`src/rtl/sim_uart_pkg.sv`:
```
// Shared types and constants for the simulation UART monitor.
// Latency: n/a (package only).
// Backpressure: n/a (package only).
package sim_uart_pkg;

    // Receive FSM states.
    typedef enum logic [2:0] {
        IDLE  = 3'd0,
        START = 3'd1,
        DATA  = 3'd2,
        PAR   = 3'd3,
        STOP  = 3'd4
    } state_t;

    // Parity modes for the PARITY parameter.
    localparam int PAR_NONE = 0;
    localparam int PAR_ODD  = 1;
    localparam int PAR_EVEN = 2;

    // Width of the good-character counter.
    localparam int BYTE_CNT_W = 16;

endpackage

```
`src/rtl/sim_uart_sync.sv`:
```
// Two-flop synchroniser for the serial line plus falling-edge detect on the synchronised value.
// Latency: falling edge visible two clkin cycles after rx is first sampled low.
// Backpressure: none; free-running on every clkin edge.
//
// Ports:
//   clkin     - clock, rising edge
//   rst_n     - synchronous active-low reset (all flops reset to 1 = idle line)
//   i_rx      - asynchronous serial input
//   o_rx_sync - synchronised line value
//   o_fall    - high for one cycle when the synchronised line goes 1 -> 0
module sim_uart_sync (
    input  logic clkin,
    input  logic rst_n,
    input  logic i_rx,
    output logic o_rx_sync,
    output logic o_fall
);

    logic r_meta;
    logic r_sync;
    logic r_prev;

    always_ff @(posedge clkin) begin
        if (!rst_n) begin
            r_meta <= 1'b1;
            r_sync <= 1'b1;
            r_prev <= 1'b1;
        end else begin
            r_meta <= i_rx;
            r_sync <= r_meta;
            r_prev <= r_sync;
        end
    end

    assign o_rx_sync = r_sync;
    assign o_fall    = r_prev & ~r_sync;

endmodule

```
`src/rtl/sim_uart_monitor.sv`:
```
// Serial-line receiver and idle watchdog for the simulation bench (optional printing via SIM_UART_MONITOR_PRINT_EN).
// Latency: result strobe one cycle after the last stop-bit sample.
// Backpressure: none; results are one-cycle pulses that the consumer must catch.
//
// Ports:
//   clkin, rst_n   - clock and synchronous active-low reset
//   rx             - serial line, idle high, asynchronous
//   data_o         - last good character
//   valid_o        - one-cycle pulse, good character on data_o
//   frame_err_o    - one-cycle pulse, a stop bit sampled low
//   parity_err_o   - one-cycle pulse, parity mismatch
//   busy_o         - frame in progress
//   timeout_o      - sticky, idle watchdog expired
//   byte_count_o   - saturating count of good characters
module sim_uart_monitor
    import sim_uart_pkg::*;
#(
    parameter int CLKS_PER_BIT   = 868,
    parameter int DATA_BITS      = 8,
    parameter int PARITY         = 0,
    parameter int STOP_BITS      = 1,
    parameter int TIMEOUT_CYCLES = 0
) (
    input  logic                  clkin,
    input  logic                  rst_n,
    input  logic                  rx,
    output logic [DATA_BITS-1:0]  data_o,
    output logic                  valid_o,
    output logic                  frame_err_o,
    output logic                  parity_err_o,
    output logic                  busy_o,
    output logic                  timeout_o,
    output logic [BYTE_CNT_W-1:0] byte_count_o
);

    localparam int CW = $clog2(CLKS_PER_BIT + 1);

    state_t                r_state;
    state_t                w_state_nxt;
    logic [CW-1:0]         r_bitcnt;
    logic [3:0]            r_idx;
    logic [DATA_BITS-1:0]  r_shift;
    logic                  r_ferr_l;
    logic                  r_perr_l;
    logic [DATA_BITS-1:0]  r_data;
    logic                  r_valid;
    logic                  r_ferr_p;
    logic                  r_perr_p;
    logic [BYTE_CNT_W-1:0] r_count;
    logic [31:0]           r_wd;
    logic                  r_timeout;

    logic w_rx;
    logic w_fall;
    logic w_tick;
    logic w_last_data;
    logic w_last_stop;
    logic w_done;
    logic w_ferr_now;
    logic w_good;
    logic w_exp_par;
    logic w_busy;

    sim_uart_sync u_sync (
        .clkin     (clkin),
        .rst_n     (rst_n),
        .i_rx      (rx),
        .o_rx_sync (w_rx),
        .o_fall    (w_fall)
    );

    assign w_tick      = (r_bitcnt == '0);
    assign w_last_data = (r_idx == 4'(DATA_BITS - 1));
    assign w_last_stop = (r_idx == 4'(STOP_BITS - 1));
    assign w_done      = (r_state == STOP) && w_tick && w_last_stop;
    // Framing error includes the stop sample being taken this very cycle.
    assign w_ferr_now  = r_ferr_l | ~w_rx;
    assign w_good      = w_done & ~w_ferr_now & ~r_perr_l;
    assign w_exp_par   = (PARITY == PAR_ODD) ? ~(^r_shift) : (^r_shift);

    // State register.
    always_ff @(posedge clkin) begin
        if (!rst_n) begin
            r_state <= IDLE;
        end else begin
            r_state <= w_state_nxt;
        end
    end

    // Next-state logic.
    always_comb begin
        w_state_nxt = r_state;
        case (r_state)
            IDLE:    if (w_fall) w_state_nxt = START;
            // A high start sample is a glitch: drop back silently.
            START:   if (w_tick) w_state_nxt = w_rx ? IDLE : DATA;
            DATA:    if (w_tick && w_last_data) w_state_nxt = (PARITY != PAR_NONE) ? PAR : STOP;
            PAR:     if (w_tick) w_state_nxt = STOP;
            STOP:    if (w_tick && w_last_stop) w_state_nxt = IDLE;
            default: w_state_nxt = IDLE;
        endcase
    end

    // Output decode.
    always_comb begin
        w_busy = (r_state != IDLE);
    end

    // Bit timing, shift register and result strobes.
    always_ff @(posedge clkin) begin
        if (!rst_n) begin
            r_bitcnt <= '0;
            r_idx    <= '0;
            r_shift  <= '0;
            r_ferr_l <= 1'b0;
            r_perr_l <= 1'b0;
            r_data   <= '0;
            r_valid  <= 1'b0;
            r_ferr_p <= 1'b0;
            r_perr_p <= 1'b0;
            r_count  <= '0;
        end else begin
            r_valid  <= 1'b0;
            r_ferr_p <= 1'b0;
            r_perr_p <= 1'b0;
            case (r_state)
                IDLE: begin
                    if (w_fall) begin
                        // Half a bit minus one lands the start sample mid-bit.
                        r_bitcnt <= CW'(CLKS_PER_BIT / 2 - 1);
                        r_idx    <= '0;
                        r_ferr_l <= 1'b0;
                        r_perr_l <= 1'b0;
                    end
                end
                START: begin
                    if (w_tick) begin
                        r_bitcnt <= CW'(CLKS_PER_BIT - 1);
                        r_idx    <= '0;
                    end else begin
                        r_bitcnt <= r_bitcnt - 1'b1;
                    end
                end
                DATA: begin
                    if (w_tick) begin
                        r_bitcnt <= CW'(CLKS_PER_BIT - 1);
                        r_shift  <= {w_rx, r_shift[DATA_BITS-1:1]};
                        r_idx    <= w_last_data ? 4'd0 : r_idx + 4'd1;
                    end else begin
                        r_bitcnt <= r_bitcnt - 1'b1;
                    end
                end
                PAR: begin
                    if (w_tick) begin
                        r_bitcnt <= CW'(CLKS_PER_BIT - 1);
                        r_perr_l <= (w_rx != w_exp_par);
                        r_idx    <= '0;
                    end else begin
                        r_bitcnt <= r_bitcnt - 1'b1;
                    end
                end
                STOP: begin
                    if (w_tick) begin
                        r_bitcnt <= CW'(CLKS_PER_BIT - 1);
                        r_idx    <= r_idx + 4'd1;
                        r_ferr_l <= w_ferr_now;
                        if (w_last_stop) begin
                            if (w_good) begin
                                r_data  <= r_shift;
                                r_valid <= 1'b1;
                                if (r_count != {BYTE_CNT_W{1'b1}}) begin
                                    r_count <= r_count + 1'b1;
                                end
                            end else begin
                                r_ferr_p <= w_ferr_now;
                                r_perr_p <= r_perr_l;
                            end
                        end
                    end else begin
                        r_bitcnt <= r_bitcnt - 1'b1;
                    end
                end
                default: r_bitcnt <= '0;
            endcase
        end
    end

    // Idle watchdog. The cycle in which valid_o is high is the first idle
    // cycle counted, so timeout_o rises TIMEOUT_CYCLES cycles after valid_o.
    always_ff @(posedge clkin) begin
        if (!rst_n) begin
            r_wd      <= '0;
            r_timeout <= 1'b0;
        end else if (TIMEOUT_CYCLES != 0) begin
            if (w_busy || w_good) begin
                r_wd <= '0;
            end else begin
                if (r_wd != 32'(TIMEOUT_CYCLES)) begin
                    r_wd <= r_wd + 32'd1;
                end
                if (r_wd == 32'(TIMEOUT_CYCLES - 1)) begin
                    r_timeout <= 1'b1;
                end
            end
        end
    end

    assign data_o       = r_data;
    assign valid_o      = r_valid;
    assign frame_err_o  = r_ferr_p;
    assign parity_err_o = r_perr_p;
    assign busy_o       = w_busy;
    assign timeout_o    = r_timeout;
    assign byte_count_o = r_count;

`ifdef SIM_UART_MONITOR_PRINT_EN
    logic r_timeout_d;

    always_ff @(posedge clkin) begin
        if (!rst_n) begin
            r_timeout_d <= 1'b0;
        end else begin
            r_timeout_d <= r_timeout;
            if (r_valid) begin
                $write("%c", data_o);
            end
            if (r_ferr_p || r_perr_p) begin
                $display("sim_uart_monitor warning: frame_err=%0b parity_err=%0b at %0t",
                         r_ferr_p, r_perr_p, $time);
            end
            if (r_timeout && !r_timeout_d) begin
                $display("UART timeout");
            end
        end
    end
`else
`endif

endmodule

```
`config.mk`:
```
export PLATFORM = sky130hd
export DESIGN_NAME = sim_uart_monitor
export DESIGN_NICKNAME = d
export VERILOG_FILES = /design/src/rtl/sim_uart_pkg.sv /design/src/rtl/sim_uart_sync.sv /design/src/rtl/sim_uart_monitor.sv
export SDC_FILE = /design/constraint.sdc
export NUM_CORES = 1
export LEC_CHECK = 0
export ABC_CLOCK_PERIOD_IN_PS = 2220
export BUFFER_PORTS_ARGS = -buffer_cell sky130_fd_sc_hd__buf_2
export CAP_MARGIN = 20
export CELL_PAD_IN_SITES_DETAIL_PLACEMENT = 0
export CELL_PAD_IN_SITES_GLOBAL_PLACEMENT = 1
export CORE_MARGIN = 1
export CORE_UTILIZATION = 39
export CTS_CLUSTER_DIAMETER = 50
export CTS_CLUSTER_SIZE = 25
export DETAILED_ROUTE_END_ITERATION = 6
export PLACE_DENSITY = 0.76
export SETUP_SLACK_MARGIN = 0.15
export SLEW_MARGIN = 10
export SYNTH_ARGS = -nofsm -noshare
export SYNTH_HDL_FRONTEND = slang
export SYNTH_HIERARCHICAL = 1
export SYNTH_SLANG_ARGS = --single-unit
```
`constraint.sdc`:
```
create_clock -name clkin -period 2.22 [get_ports clkin]
set_input_delay 0.222 -clock clkin [delete_from_list [all_inputs] [get_ports clkin]]
set_output_delay 0.222 -clock clkin [all_outputs]
set_load 0.02 [all_outputs]
```
==> flow_summary.json, run 1 <==
{
  "run_status": "finished, final reports clean",
  "grt_setup_unrepaired": "true",
  "power_frac_clock_pct": 45.5,
  "finalWorstPathRequiredPeriod_ns": 2.14,
  "drt_wl_total_um": 6720,
  "critPathCaptureType": "flip-flop",
  "ranking_of_synthesized_cells_by_area": "sky130_fd_sc_hd__dfxtp_1, sky130_fd_sc_hd__nand2_1, sky130_fd_sc_hd__a21oi_1",
  "numPortBuffers": 30,
  "start_util_pct": 40.7,
  "syn_area_per_cell_um2": 8.38,
  "path_clk_slew_ns": 0.07,
  "final_min_period_over_clock_period_pct": 96.2,
  "cp.required_ns": 2.50,
  "finalNetCount": 394,
  "synth_nets": 339,
  "switching_power_uw": 646,
  "slew_violations": 0,
  "grt_overflow_total": 0,
  "worstReg2RegEnd": "byte_count_o[14]",
  "hpwlAfterDp_um": 4480,
  "switching_share_pct": 26.4,
  "clock_insertion_delay_worst_skew_ns": 0.34,
  "detail_route_antenna_nets": 0,
  "grt_start_max_net_pins": 25,
  "route.detailed.vias_per_inst": 5.35,
  "post-place-cells": 466,
  "min_path_cells": 2,
  "synth_enable_flop_cells": 0,
  "final_count_of_hold_timing_violations": 0,
  "total_die_area_um2": 7470,
  "synth_top_area_share_pct": 41.0,
  "die_w_um": 86.5,
  "cts_buffer_depth": 2,
  "worst_clock_skew_ns": 0.0104,
  "number_of_distinct_library_cells_after_synthesis": 59,
  "hold_path_class": "input pin to flip-flop",
  "drt_first_iter_violations": 184,
  "coreArea_um2": 6830,
  "yosysSeqAreaShare_pct": 41.0,
  "gp_routability_congestion": 0.817,
  "globalRouteTotalUtil_pct": 19.2,
  "crit_fanout": 12,
  "power_density_nw_per_um2": 694,
  "htree_num_levels": 3,
  "postSynthCellCount": 332,
  "crit_path_start_kind": "flip-flop",
  "post_synth_most_frequent_cells": "sky130_fd_sc_hd__dfxtp_1, sky130_fd_sc_hd__nand2_1, sky130_fd_sc_hd__a21oi_1, sky130_fd_sc_hd__nor2_1",
  "sequentialPowerShare_pct": 43.1,
  "p_leak_uw": 0.00142,
  "grt_first_pass_wirelength_um": 11100,
  "whs_endpoint": "u_sync/r_meta",
  "die_y_um": 86.5,
  "power_uw": 2450,
  "num_io_pins": 32,
  "numCtsBuffers": 9,
  "reg2reg_from": "r_perr_l",
  "yosys.area.top_type": "sky130_fd_sc_hd__dfxtp_1",
  "vias": 2609,
  "dominant_cell_by_count_in_the_synthesized_netlist": "sky130_fd_sc_hd__dfxtp_1",
  "antenna_cells": 0,
  "tritoncts": "done",
  "synth_top_flop_cell": "sky130_fd_sc_hd__dfxtp_1",
  "synth.cell_area_um2": 2780,
  "rows": 30,
  "internal_power_uw": 1800,
  "detail_route.wl_per_cell_um": 13.8,
  "ff2ff_path_depth": 5,
  "finalSetupTns_ns": 0,
  "cts_sinks": 57,
  "drc_errors": 0,
  "synth_seq_cells": 57,
  "crit_arrival_ns": 2.41,
  "combPwrFrac_pct": 11.4,
  "number_of_synthesis_warnings": 6,
  "crit_path_kind": "flip-flop to flip-flop",
  "postSynth.asyncResetShare_pct": 0,
  "irDropWorstVdd_v": 0.000321,
  "initial_antenna_violation_count": 0,
  "rrSetupSlack_ns": 0.08,
  "area.growth.synth_to_final_pct": 26.8,
  "hold_start": "rx",
  "cap_viol_max_count": 0,
  "vias_in_the_first_global_route": 2266,
  "max_fclk_ghz": 0.468,
  "filler_cell_count": 651,
  "timing.final.setup_violations": 0,
  "cts_root_buf": "sky130_fd_sc_hd__clkbuf_8",
  "detail_route.first_pass.iterations": 4,
  "drive_above_1_share_pct": 25.8,
  "fin_cells": 488
}
-- stage by stage --
| step | worst slack (ns) | hold WS (ns) | area [um^2] | utilization [%] |
|---|---|---|---|---|
| floorplan | 0.100 | 0.295 | 2810 | - |
| global placement | 0.124 | 0.405 | 3170 | 46.4 |
| detailed placement | 0.0438 | 0.405 | 3170 | 46.4 |
| CTS | 0.0996 | 0.0576 | 3430 | 50.2 |
| global route | -0.0402 | 0.0690 | 3530 | 51.6 |
| finish | 0.0848 | 0.0712 | 3530 | 51.6 |
-- sequential cells by signal, summed over array words and instances, names as in the netlist --
register,count
byte_count_o,16
r_bitcnt,10
data_o,8
r_shift,8
r_idx,4
r_state,3
frame_err_o,1
parity_err_o,1
r_ferr_l,1
r_perr_l,1
u_sync/o_rx_sync,1
u_sync/r_meta,1
u_sync/r_prev,1
valid_o,1
-- critical path, stage by stage (launching register included) --
cell	delay, ns
sky130_fd_sc_hd__dfxtp_1	0.33
sky130_fd_sc_hd__or3b_4	0.44
sky130_fd_sc_hd__or4_4	0.58
sky130_fd_sc_hd__buf_12	0.17
sky130_fd_sc_hd__or4_1	0.42
sky130_fd_sc_hd__a21oi_2	0.13
-- per-layer routing --
layer | vias up | GRT usage [%] | share of wire (%)
met1 | 1230 | 26.4 | 50
met4 | 0 | 8.94 | 1.7
met5 | - | 0 | 0
li1 | 1299 | - | -
met3 | 10 | 4.67 | 4.0
met2 | 70 | 28.4 | 45
-- cell usage in the layout, fill, tap and decap left out, drive strengths merged, types with 3 or more instances in the layout --
master / instances
a21oi: 32
a311oi: 3
and3: 4
buf: 58
clkbuf: 10
dfxtp: 57
ha: 4
inv: 13
mux2i: 14
nand2: 46
nand2b: 10
nand3: 15
nor2: 26
nor2b: 3
nor3: 14
nor4: 6
nor4b: 3
o21a: 3
o21ai: 14
o31ai: 5
or3: 5
or4: 7
xnor2: 4
-- what timing repair did --
| item | CTS | global route |
|---|---|---|
| endpoints found under the setup margin | 8 | 39 |
| cloned | 0 | 2 |
| hold buffers | 0 | 0 |
| resized for setup | 4 | 13 |
| buffers inserted | 2 | 2 |
| hold endpoints to repair | 0 | 0 |
| pin swaps | 0 | 2 |
-- final cells by class --
cell class | count | area (um^2) | area share, %
repair buffers | 59 | 399 | 11.3
clock inverters | 7 | 103 | 2.91
multi-input cells | 249 | 1600 | 45.2
clock buffers | 9 | 124 | 3.51
inverters | 11 | 41.3 | 1.17
well taps | 96 | 120 | 3.41
flip-flops and latches | 57 | 1140 | 32.4
-- power by group through the flow --
| stage | combinational, uW | sequential, uW | clock [uW] |
|---|---|---|---|
| 6_report | 279 | 1050 | 1110 |
| 5_1_grt | 308 | 1060 | 1200 |
| 4_1_cts | 269 | 1050 | 1140 |
| 3_5_place_dp | 253 | 1080 | 0 |
| 3_3_place_gp | 252 | 1080 | 0 |
| 2_1_floorplan | 167 | 1080 | 0 |
-- kinds of logic (layout without fill, tap and decap cells) --
logic type / Yosys count / count (layout) / synth area share [%]
flip-flops: 57 / 57 / 41.0
multiplexers: 15 / 15 / 5.44
buffers and inverters: 26 / 86 / 4.00
AND/OR/NAND/NOR: 149 / 149 / 28.7
AO/OA/AOI/OAI: 72 / 72 / 15.9
adder cells (fa/ha/maj): 5 / 5 / 2.16
other: 1 / 1 / 0.135
XOR/XNOR: 7 / 7 / 2.70
-- how the worst max path moves through the flow --
stage / startpoint / to / slack [ns] / cells past startpoint
after floorplan: r_bitcnt[1] / byte_count_o[0] / 0.10 / 9
after global placement: r_bitcnt[1] / byte_count_o[4] / 0.12 / 8
after detailed placement: r_bitcnt[1] / byte_count_o[4] / 0.04 / 8
after CTS: r_bitcnt[1] / byte_count_o[4] / 0.1 / 8
after global routing: r_bitcnt[1] / byte_count_o[14] / -0.04 / 8
final: r_perr_l / byte_count_o[14] / 0.08 / 5
Note: power is estimated with default switching activity, not from simulation.
==> run 2, diff against run 1 <==
- CAP_MARGIN: 20 -> unset
- CORE_MARGIN: 1 -> 5
==> flow_summary.json, run 2 (synthesis results as in run 1) <==
{
  "run_status": "finished, final reports clean",
  "grt_overflow_total": 0,
  "cap_viol_max_count": 0,
  "ctsHoldBuffers": 0,
  "numPortBuffers": 30,
  "crit_arrival_ns": 2.41,
  "detail_route_antenna_nets": 0,
  "coreArea_um2": 6870,
  "finalSetupTns_ns": 0,
  "holdWs_ns": 0.0756,
  "clock_insertion_delay_worst_skew_ns": 0.34,
  "vias": 2616,
  "path_clk_slew_ns": 0.08,
  "detail_route.wl_per_cell_um": 13.8,
  "hold_path_class": "input pin to flip-flop",
  "mostFrequentLayoutCells": "sky130_fd_sc_hd__dfxtp_1, sky130_fd_sc_hd__nand2_1, sky130_fd_sc_hd__a21oi_1, sky130_fd_sc_hd__buf_2, sky130_fd_sc_hd__buf_4",
  "num_io_pins": 32,
  "final_count_of_hold_timing_violations": 0,
  "vias_in_the_first_global_route": 2334,
  "cp.required_ns": 2.49,
  "route.detailed.vias_per_inst": 5.34,
  "die_y_um": 94.5,
  "slew_violations": 0,
  "initial_antenna_violation_count": 0,
  "antenna_cells": 0,
  "htree_num_levels": 3,
  "cts_root_buf": "sky130_fd_sc_hd__clkbuf_8",
  "rows": 30,
  "grt_setup_unrepaired": "true",
  "cts_sinks": 57,
  "headroom_to_the_max_slew_limit_pct": 57.1,
  "hpwlAfterDp_um": 4570,
  "grt_start_max_net_pins": 23,
  "max_fclk_ghz": 0.466,
  "crit_path_kind": "flip-flop to flip-flop",
  "power_density_nw_per_um2": 627,
  "numCtsBuffers": 9,
  "drc_errors": 0,
  "globalRouteTotalUtil_pct": 15.4,
  "power_uw": 2220,
  "tritoncts": "done",
  "drt_wl_total_um": 6780,
  "worst_pin_slew_ns": 0.643,
  "finalWorstPathRequiredPeriod_ns": 2.15,
  "area.growth.synth_to_final_pct": 27.4,
  "p_leak_uw": 0.00144,
  "final_min_period_over_clock_period_pct": 96.7,
  "irDropWorstVdd_v": 0.000436,
  "drive_above_1_share_pct": 25.9,
  "crit_path_start_kind": "flip-flop",
  "cts_buffer_depth": 2,
  "gp_routability_congestion": 0.862,
  "start_util_pct": 40.5,
  "detail_route.first_pass.iterations": 4,
  "final_common_cell": "sky130_fd_sc_hd__dfxtp_1",
  "drt_first_iter_violations": 165,
  "grt_first_pass_wirelength_um": 10900,
  "critPathCaptureType": "flip-flop",
  "die_w_um": 94.5,
  "total_die_area_um2": 8920,
  "crit_fanout": 6,
  "finalNetCount": 396,
  "largest_register_ffs": 16,
  "timing.final.setup_violations": 0,
  "worst_clock_skew_ns": 0.0110
}
[run 2: cell count changes in the layout (fill, tap and decap cells not counted), moves of 2 or more]
cell / change
sky130_fd_sc_hd__clkinvlp_4: +3
sky130_fd_sc_hd__inv_6: -2
sky130_fd_sc_hd__bufbuf_16: +2
sky130_fd_sc_hd__buf_4: +3
sky130_fd_sc_hd__o21ai_2: -2
sky130_fd_sc_hd__bufinv_16: -2
[run 2: report_power, final]
group / switching [uW] / internal [uW] / leakage (uW) / total (uW)
clock network: 452 / 434 / 0.0000805 / 886
registers: 15.1 / 1040 / 0.000461 / 1050
logic: 159 / 124 / 0.000896 / 283
[run 2: critical path, cell delays in order, from the launching register on]
cell                      delay [ns]
sky130_fd_sc_hd__dfxtp_2        0.32
sky130_fd_sc_hd__inv_2          0.06
sky130_fd_sc_hd__ha_4           0.13
sky130_fd_sc_hd__nor4b_4        0.26
sky130_fd_sc_hd__nand3_4        0.12
sky130_fd_sc_hd__or4_4          0.48
sky130_fd_sc_hd__buf_12         0.16
sky130_fd_sc_hd__or4_1          0.40
sky130_fd_sc_hd__a21oi_1        0.15
[run 2: cell type report]
| type | instances | area (um^2) |
|---|---|---|
| Fill cell | 651 | 3330 |
| Multi-Input combinational cell | 249 | 1610 |
| Sequential cell | 57 | 1140 |
| Timing Repair Buffer | 61 | 445 |
| Clock buffer | 10 | 138 |
| Tap cell | 96 | 120 |
| Clock inverter | 6 | 43.8 |
| Inverter | 11 | 41.3 |
[run 2: what timing repair did]
item,CTS,global route
endpoints found under the setup margin,10,14
cloned,2,0
resized for setup,3,8
buffers inserted,4,0
pin swaps,2,4
[run 2: layer usage]
| layer | up-vias | routed length (um) | track usage [%] |
|---|---|---|---|
| met3 | 13 | 350 | 2.95 |
| li1 | 1306 | - | - |
| met2 | 77 | 3000 | 22.7 |
| met4 | 0 | 111 | 7.21 |
| met1 | 1220 | 3320 | 21.7 |
| met5 | - | 0 | 0 |
[run 2: stage by stage]
step	cells	utilization [%]	instance area (um^2)	setup WS, ns
2_1_floorplan	332	-	2810	0.100
3_3_place_gp	468	46.6	3200	0.111
3_5_place_dp	468	46.6	3200	0.0155
4_1_cts	490	50.9	3500	0.0726
5_1_grt	490	51.6	3540	0.00233
6_report	490	51.6	3540	0.0739
[run 2: final timing paths]
check                      from                to  slack [ns]  cells after the start
setup / recovery    r_bitcnt[1]  byte_count_o[14]        0.07                      8
hold / removal               rx     u_sync/r_meta        0.08                      2
setup reg to reg    r_bitcnt[1]  byte_count_o[14]        0.07                      8
hold reg to reg   u_sync/r_meta  u_sync/o_rx_sync        0.45                      1
==> run 3, diff against run 2 <==
- SYNTH_HIERARCHICAL: 1 -> unset
==> flow_summary.json, run 3 <==
{
  "run_status": "finished, final reports clean",
  "antenna_cells": 0,
  "htree_num_levels": 3,
  "slew_violations": 0,
  "filler_cell_count": 715,
  "synth_enable_flop_cells": 0,
  "synth_top_area_share_pct": 40.5,
  "largest_register_ffs": 16,
  "grt_setup_unrepaired": "true",
  "die_y_um": 95,
  "cts_buffer_depth": 2,
  "crit_path_kind": "flip-flop to flip-flop",
  "gp_routability_congestion": 0.826,
  "crit_arrival_ns": 2.44,
  "finalWorstPathRequiredPeriod_ns": 2.17,
  "detail_route.wl_per_cell_um": 14.0,
  "postSynth.asyncResetShare_pct": 0,
  "irDropWorstVdd_v": 0.000358,
  "route.detailed.vias_per_inst": 5.28,
  "holdWs_ns": 0.0635,
  "ranking_of_synthesized_cells_by_area": "sky130_fd_sc_hd__dfxtp_1, sky130_fd_sc_hd__mux2i_1, sky130_fd_sc_hd__nor2_1",
  "finalNetCount": 392,
  "final_common_cell": "sky130_fd_sc_hd__dfxtp_1",
  "power_density_nw_per_um2": 733,
  "drc_errors": 0,
  "crit_slowest_cell": "sky130_fd_sc_hd__or4_4",
  "initial_antenna_violation_count": 0,
  "ctsHoldBuffers": 0,
  "syn_area_per_cell_um2": 8.46,
  "vias": 2584,
  "total_die_area_um2": 9030,
  "clock_insertion_delay_worst_skew_ns": 0.34,
  "coreArea_um2": 7140,
  "die_w_um": 95,
  "crit_fanout": 5,
  "detail_route.first_pass.iterations": 5,
  "worst_clock_skew_ns": 0.00957,
  "power_uw": 2640,
  "rows": 31,
  "grt_overflow_total": 0,
  "cp.required_ns": 2.49,
  "detail_route_antenna_nets": 0,
  "yosys.area.top_type": "sky130_fd_sc_hd__dfxtp_1",
  "placement.cell_area_um2": 3230,
  "p_leak_uw": 0.00141,
  "final.setup.worst_slack_ns": 0.0523,
  "cap_viol_max_count": 0,
  "final_min_period_over_clock_period_pct": 97.6,
  "path_cells": "inv_2, ha_1, or3b_4, buf_6, nor4_4, nand3_2, buf_6, or4_4, a21oi_2",
  "final_count_of_hold_timing_violations": 0,
  "crit_path_start_kind": "flip-flop",
  "timing.final.setup_violations": 0,
  "area.growth.synth_to_final_pct": 27.8,
  "grt_first_pass_wirelength_um": 11800,
  "grt_start_max_net_pins": 28,
  "num_io_pins": 32,
  "numPortBuffers": 30,
  "seqCellArea_um2": 1150,
  "hold_path_class": "input pin to flip-flop",
  "dominant_cell_by_count_in_the_synthesized_netlist": "sky130_fd_sc_hd__dfxtp_1",
  "critPathCaptureType": "flip-flop",
  "yosysSeqAreaShare_pct": 40.5,
  "finalSetupTns_ns": 0,
  "drive_above_1_share_pct": 26.9,
  "hpwlAfterDp_um": 4700,
  "number_of_synthesis_warnings": 0,
  "post_synth_most_frequent_cells": "sky130_fd_sc_hd__dfxtp_1, sky130_fd_sc_hd__nor2_1, sky130_fd_sc_hd__nand2_1, sky130_fd_sc_hd__a21oi_1, sky130_fd_sc_hd__mux2i_1",
  "numCtsBuffers": 9,
  "number_of_distinct_library_cells_after_synthesis": 53,
  "drt_first_iter_violations": 143,
  "slowest_delay_ns": 0.51,
  "start_util_pct": 39.5,
  "place_ws_ns": 0.0497,
  "cts_root_buf": "sky130_fd_sc_hd__clkbuf_8",
  "synth.cell_area_um2": 2820,
  "path_clk_slew_ns": 0.07,
  "worst_path_most_repeated_cell": "sky130_fd_sc_hd__buf_6",
  "globalRouteTotalUtil_pct": 16.7,
  "synth_nets": 340,
  "synth_top_flop_cell": "sky130_fd_sc_hd__dfxtp_1",
  "vias_in_the_first_global_route": 2500,
  "multi_input_comb_area_um2": 1670,
  "tritoncts": "done",
  "synth_seq_cells": 57,
  "postSynthCellCount": 333,
  "max_fclk_ghz": 0.461,
  "cts_sinks": 57,
  "mostFrequentLayoutCells": "sky130_fd_sc_hd__dfxtp_1, sky130_fd_sc_hd__nor2_1, sky130_fd_sc_hd__nand2_1, sky130_fd_sc_hd__buf_2, sky130_fd_sc_hd__buf_4",
  "drt_wl_total_um": 6870,
  "design_area_um2": 3600
}
==> run 3: cell types whose count changed in the layout (fill, tap and decap cells not counted), sizes merged, moves of 5 or more <==
cell and change:
nor2 +8, nand3 -5, mux2i +8, a21oi -7
nand2 -14, a31oi +5
==> run 3: cell families after synthesis <==
kind of cell	count (synthesis)	share of synthesized area [%]
AO/OA/AOI/OAI	71	15.8
adder cells (fa/ha/maj)	4	1.78
other	1	0.133
buffers and inverters	29	4.17
AND/OR/NAND/NOR	141	26.9
flip-flops	57	40.5
multiplexers	22	7.82
XOR/XNOR	8	2.98
==> run 3: what timing repair did <==
| action | in CTS | in global routing |
|---|---|---|
| cloned | 1 | 0 |
| setup buffers | 2 | 2 |
| gates resized for setup | 5 | 23 |
| pin swaps | 1 | 9 |
| setup endpoints to repair | 19 | 38 |
| endpoints found under the hold margin | 0 | 0 |
==> run 3: routing by layer <==
metal | global-route usage, % | up-vias | routed length [um]
li1 | - | 1310 | -
met3 | 3.27 | 14 | 188
met1 | 21.4 | 1207 | 3320
met5 | 0 | - | 0
met2 | 26.1 | 53 | 3220
met4 | 9.62 | 0 | 139
==> run 3: worst paths after layout <==
kind	start	to	slack, ns	cells past startpoint
max reg2reg	r_idx[0]	byte_count_o[7]	0.05	9
max	r_idx[0]	byte_count_o[7]	0.05	9
min reg2reg	u_sync.r_meta	u_sync.o_rx_sync	0.41	1
min	rx	u_sync.r_meta	0.06	2
==> run 3: cell type report <==
cell class	instances	area share (%)
clock inverter	7	2.85
timing repair buffer	60	11.2
tap	99	3.44
sequential	57	31.8
inverter	10	1.04
multi-input combinational	247	46.2
clock buffer	9	3.44
==> run 3: worst max-delay path: cells and delay by family (launching register included) <==
family                     cells  cell delay (ns)
buffers and inverters          3             0.34
adders and majority gates      1             0.12
and+or+nand+nor                4             1.20
DFF                            1             0.32
AOI/OAI and AO/OA              1             0.12
==> run 3: metrics by stage <==
step	utilization, %	instances
floorplan	-	333
global placement	45.3	468
detailed placement	45.3	468
CTS	49.0	487
global route	50.5	489
finish	50.5	489
==> run 3: where the power goes <==
group,internal (uW),total [uW],switching (uW),leakage [uW]
clock,641,1100,456,0.000110
sequential,1050,1080,30.8,0.000463
combinational,183,463,280,0.000838
